===== config.mk =====
export PLATFORM = sky130hd
export DESIGN_NAME = post_adder_acc
export DESIGN_NICKNAME = d
export VERILOG_FILES = /design/src/rtl/post_adder_acc.sv
export SDC_FILE = /design/constraint.sdc
export NUM_CORES = 1
export LEC_CHECK = 0
export ABC_AREA = 1
export CAP_MARGIN = 20
export CORE_ASPECT_RATIO = 0.5
export CORE_MARGIN = 2
export CORE_UTILIZATION = 40
export CTS_CLUSTER_SIZE = 25
export DETAILED_ROUTE_END_ITERATION = 8
export PLACE_DENSITY = 0.68
export SYNTH_ARGS = -nofsm -noshare
export SYNTH_HDL_FRONTEND = slang
export SYNTH_SLANG_ARGS = --single-unit

===== constraint.sdc =====
create_clock -name CLK -period 5.91 [get_ports CLK]
set_input_delay 1.182 -clock CLK [delete_from_list [all_inputs] [get_ports CLK]]
set_output_delay 1.182 -clock CLK [all_outputs]
set_load 0.005 [all_outputs]

===== src/rtl/post_adder_acc.sv =====
// DSP post-adder / accumulator stage fed by the M pipeline register.
// Computes Z +/- (X + CIN) into the P and CARRYOUT registers.
module post_adder_acc #(
    parameter int P_WIDTH     = 48,
    parameter int M_WIDTH     = 36,
    parameter int OPMODEREG   = 1,
    parameter int PREG        = 1,
    parameter int CARRYOUTREG = 1
) (
    input  logic               CLK,
    input  logic               RST,
    input  logic               CEOPMODE,
    input  logic               CEP,
    input  logic [7:0]         OPMODE,
    input  logic [M_WIDTH-1:0] M,
    input  logic [P_WIDTH-1:0] DAB,
    input  logic [P_WIDTH-1:0] C,
    input  logic [P_WIDTH-1:0] PCIN,
    output logic [P_WIDTH-1:0] P,
    output logic [P_WIDTH-1:0] PCOUT,
    output logic               CARRYOUT,
    output logic               CARRYOUTF
);

    logic [7:0]         opm;
    logic [P_WIDTH-1:0] p_fb;
    logic [P_WIDTH-1:0] x_op;
    logic [P_WIDTH-1:0] z_op;
    logic [P_WIDTH:0]   t_ext;
    logic [P_WIDTH:0]   z_ext;
    logic [P_WIDTH:0]   res;
    logic [P_WIDTH-1:0] p_d;
    logic               co_d;
    logic               unused_opm;

    assign unused_opm = ^{opm[6], opm[4]};

    if (OPMODEREG != 0) begin : g_opm_reg
        logic [7:0] opm_q;
        always_ff @(posedge CLK or posedge RST) begin
            if (RST)
                opm_q <= '0;
            else if (CEOPMODE)
                opm_q <= OPMODE;
        end
        assign opm = opm_q;
    end else begin : g_opm_comb
        logic unused_ce;
        assign unused_ce = CEOPMODE;
        assign opm = OPMODE;
    end

    always_comb begin
        x_op = '0;
        unique case (opm[1:0])
            2'd0: x_op = '0;
            2'd1: x_op = {{(P_WIDTH-M_WIDTH){M[M_WIDTH-1]}}, M};
            2'd2: x_op = p_fb;
            2'd3: x_op = DAB;
        endcase
    end

    always_comb begin
        z_op = '0;
        unique case (opm[3:2])
            2'd0: z_op = '0;
            2'd1: z_op = PCIN;
            2'd2: z_op = p_fb;
            2'd3: z_op = C;
        endcase
    end

    // T is one bit wider so all-ones X plus CIN never aliases to zero
    always_comb begin
        t_ext = {1'b0, x_op} + {{P_WIDTH{1'b0}}, opm[5]};
        z_ext = {1'b0, z_op};
        res   = '0;
        co_d  = 1'b0;
        if (opm[7]) begin
            res  = z_ext - t_ext;
            co_d = (z_ext >= t_ext);
        end else begin
            res  = z_ext + t_ext;
            co_d = res[P_WIDTH];
        end
        p_d = res[P_WIDTH-1:0];
    end

    // Without PREG the feedback path is forced to zero to break the loop
    if (PREG != 0) begin : g_p_reg
        logic [P_WIDTH-1:0] p_q;
        always_ff @(posedge CLK or posedge RST) begin
            if (RST)
                p_q <= '0;
            else if (CEP)
                p_q <= p_d;
        end
        assign P    = p_q;
        assign p_fb = p_q;
    end else begin : g_p_comb
        assign P    = p_d;
        assign p_fb = '0;
    end

    if (CARRYOUTREG != 0) begin : g_co_reg
        logic co_q;
        always_ff @(posedge CLK or posedge RST) begin
            if (RST)
                co_q <= 1'b0;
            else if (CEP)
                co_q <= co_d;
        end
        assign CARRYOUT = co_q;
    end else begin : g_co_comb
        logic unused_ce_co;
        assign unused_ce_co = CEP;
        assign CARRYOUT     = co_d;
    end

    assign PCOUT     = P;
    assign CARRYOUTF = CARRYOUT;

endmodule


==> flow_metrics.tcl <==
set metrics [dict create \
    status "finished, final reports clean" \
    gp_congestion 1.08 \
    min_period_ns 5.64 \
    fp.coreArea_mm2 0.0318 \
    timing.hold.ws_ns 0.567 \
    cts_root_buf "clkbuf_16" \
    wl_met2_um 26300 \
    grt_pass1_wl_um 98600 \
    antenna_cells 0 \
    num-nets-final 2949 \
    drt_iter0_drc 2288 \
    netlist_area_mm2 0.0130 \
    cp_max_fo 7 \
    htree_levels 2 \
    finalSetupViolations 0 \
    rsz0062_at_grt "false" \
    finClkSkew_ns 0.0142 \
    cts_tree "yes" \
    drtAntennaViolNets 0 \
    grt_max_degree 56 \
    avgRoutedWirePerCell_um 22.2 \
    fp.dieArea_mm2 0.0340 \
    viasPerCell 5.47 \
    cts-buffers-inserted 5 \
    synth.avg_cell_area_um2 5.57 \
    period_share_pct 95.4 \
    num_rows 46 \
    initial_core_util_pct 40.8 \
    fill_cells 3465 \
    fin_area_mm2 0.0170 \
    grt-ovfl-total 0 \
    synth_ff_type "dfrtp_1" \
    drc 0 \
    synthCells 2333 \
    tightest_slew_ns 0.877 \
    synth-seq-cells 55 \
    highest-signal-layer "met4" \
    die_w_um 259 \
    path_class "in2reg" \
    yosys_warnings 0 \
    final_layout_size_suffix_gt1_share_pct 9.75 \
    area_growth_pct 30.8 \
    routed-via-count 16900 \
    dp_hpwl_um 59100 \
    seqCellArea_mm2 0.00138 \
    drt-total-wl_um 68500 \
    cts_buffer_depth 2 \
    pin_count 290 \
    final_util_pct 53.4 \
    clock_latency_ns 0.34 \
    vdd_ir_drop_max_uv 305 \
    wl_met3_um 8730 \
    critical_path_required_ns 6.14 \
    firstDrtPassIters 7 \
    grt_usage_pct 39.1 \
    fin_setup_tns_ns 0 \
    netlist-cell-type-count 57 \
    critical_path_arrival_ns 5.87 \
    slew_headroom_pct 41.5 \
    clock-sinks 55 \
    antenna_found_initial 0 \
    post_cts_buffers 0 \
    cp-end-kind "flop" \
    clk_pin_slew_ns 0.10 \
    power.total_mw 5.99 \
    synth-edff-count 0 \
    die_h_um 131 \
    port_buffers 287 \
    ys_async_sr_fraction_pct 100 \
    multi_input_area_mm2 0.00976 \
    finalHoldViolCount 0 \
    leakagePower_nw 8.11 \
    max_cap_viol_count 0 \
    wirelength_met1_um 32100 \
    min_path_type "reg2reg" \
    grt_pass1_vias 15000 \
    power_density_mw_per_mm2 352 \
    synth_seq_area_share_pct 10.6 \
    maxSlewViolCount 0 \
    synth.net_count 2626 \
    fmax_mhz 177 \
    place_area_mm2 0.0168 \
    cp-start-kind "input pin" \
]
## state kept, by name, indices dropped and copies added, names as in the netlist
signal / cells
CARRYOUT: 1
P: 48
g_opm_reg.opm_q: 6
## area by class of cell
class	count	area share (%)
Clock buffer	6	0.817
Clock inverter	2	0.118
Inverter	293	6.51
Multi-Input combinational cell	1855	57.4
Sequential cell	55	8.09
Tap cell	432	3.18
Timing Repair Buffer	446	23.9
## metal layers
metal / up-vias / track usage, %
met5: - / 0
li1: 8113 / -
met4: 0 / 7.80
met2: 836 / 52.9
met3: 59 / 11.9
met1: 7890 / 59.6
## what timing repair did
action | CTS | global route
gates resized for setup | 0 | 4
endpoints found under the setup margin | 0 | 5
hold buffers | 0 | 0
## cells in the final DEF (no fill, tap or decap), types with 11 or more instances in the layout
| master | synthesis | layout |
|---|---|---|
| nor2_2 | 13 | 14 |
| dfrtp_1 | 55 | 55 |
| nor2_1 | 249 | 247 |
| a21o_1 | 14 | 14 |
| o211ai_2 | 11 | 11 |
| nand2_1 | 739 | 739 |
| inv_1 | 281 | 280 |
| o21bai_1 | 15 | 15 |
| nand3_1 | 179 | 179 |
| clkdlybuf4s50_1 | 0 | 286 |
| nor3_1 | 20 | 20 |
| nand4_1 | 30 | 30 |
| nand3_2 | 13 | 13 |
| ha_1 | 99 | 98 |
| o21ai_0 | 142 | 141 |
| buf_4 | 49 | 159 |
| o211ai_1 | 35 | 35 |
| xnor2_1 | 21 | 21 |
| a21oi_1 | 132 | 132 |
| o21ai_1 | 10 | 11 |
| xor2_1 | 47 | 47 |
## worst max-delay path, cell delays in order
cell and delay (ns):
clkdlybuf4s50_1 0.47, nand2_1 0.06, o211ai_1 0.14, ha_2 0.26, ha_1 0.20, inv_1 0.06
nor2_1 0.11, nand2_1 0.11, nor2_2 0.14, nand4_2 0.25, nor2_1 0.26, xnor2_1 0.17
inv_1 0.07, ha_1 0.48, o21ai_0 0.26, a21oi_1 0.29, o21ai_0 0.19, buf_4 0.19
a21oi_1 0.14, o21ai_0 0.10, o21ai_0 0.20, buf_4 0.20, nand3_1 0.09, nand3_1 0.17
nand2_1 0.07
## synthesized netlist by cell type, types with 3 or more instances
cell type,count,area (µm²)
nor3_2,6,60.1
o211ai_1,35,263
o21ai_0,142,711
buf_4,49,368
buf_2,7,35.0
xnor2_1,21,184
clkbuf_1,56,210
nor2_2,13,81.3
nand3_2,13,130
nand3b_1,3,22.5
o21a_1,6,45.0
nor4_1,12,75.1
buf_6,9,101
a21oi_1,132,661
a31oi_1,7,43.8
nand3_1,179,896
nor3_1,20,100
nor2_4,4,45.0
inv_2,9,33.8
a21o_1,14,105
o21bai_1,15,113
inv_1,281,1050
nand2_1,739,2770
nand2_4,5,56.3
buf_1,6,22.5
or2_1,4,25.0
ha_1,99,1240
dfrtp_1,55,1380
nand4_1,30,188
xor2_1,47,412
o211ai_2,11,138
nor2_1,249,935
nor4_2,3,37.5
o21ai_1,10,50.1
nand2_2,8,50.1
a21boi_0,7,52.6
## stage by stage
| step | worst slack (ns) | instances |
|---|---|---|
| 2_1_floorplan | 1.42 | 2333 |
| 3_3_place_gp | 0.0623 | 3081 |
| 3_5_place_dp | 0.0137 | 3081 |
| 4_1_cts | 0.361 | 3089 |
| 5_1_grt | 0.0187 | 3089 |
| 6_report | 0.270 | 3089 |
## final timing paths
kind	start	to	slack [ns]	cells past startpoint
max	M[0]	P[35]	0.27	25
min	g_opm_reg.opm_q[5]	g_opm_reg.opm_q[5]	0.57	1
min in group asynchronous	RST	P[32]	1.37	3
max reg2reg	g_opm_reg.opm_q[1]	P[47]	0.35	25
min reg2reg	g_opm_reg.opm_q[5]	g_opm_reg.opm_q[5]	0.57	1
max in group asynchronous	RST	P[8]	3.90	3
## logic make-up (layout without fill, tap and decap cells)
family                     count (synthesis)  in the layout  share of synthesized area [%]
xor gates and xnor gates                  69             69                           4.71
DFF                                       55             55                           10.6
adders and majority gates                101            101                           9.84
muxes                                      1              1                         0.0866
buffers and inverters                    423            747                           14.6
AOI/OAI and AO/OA                        388            388                           17.5
and+or+nand+nor                         1296           1296                           42.7
## power by group
group | internal (mW) | total, mW | switching (mW)
combinational | 1.91 | 4.83 | 2.91
sequential | 0.527 | 0.794 | 0.268
clock | 0.175 | 0.368 | 0.193
No activity file was read; power rests on OpenSTA's default activity.
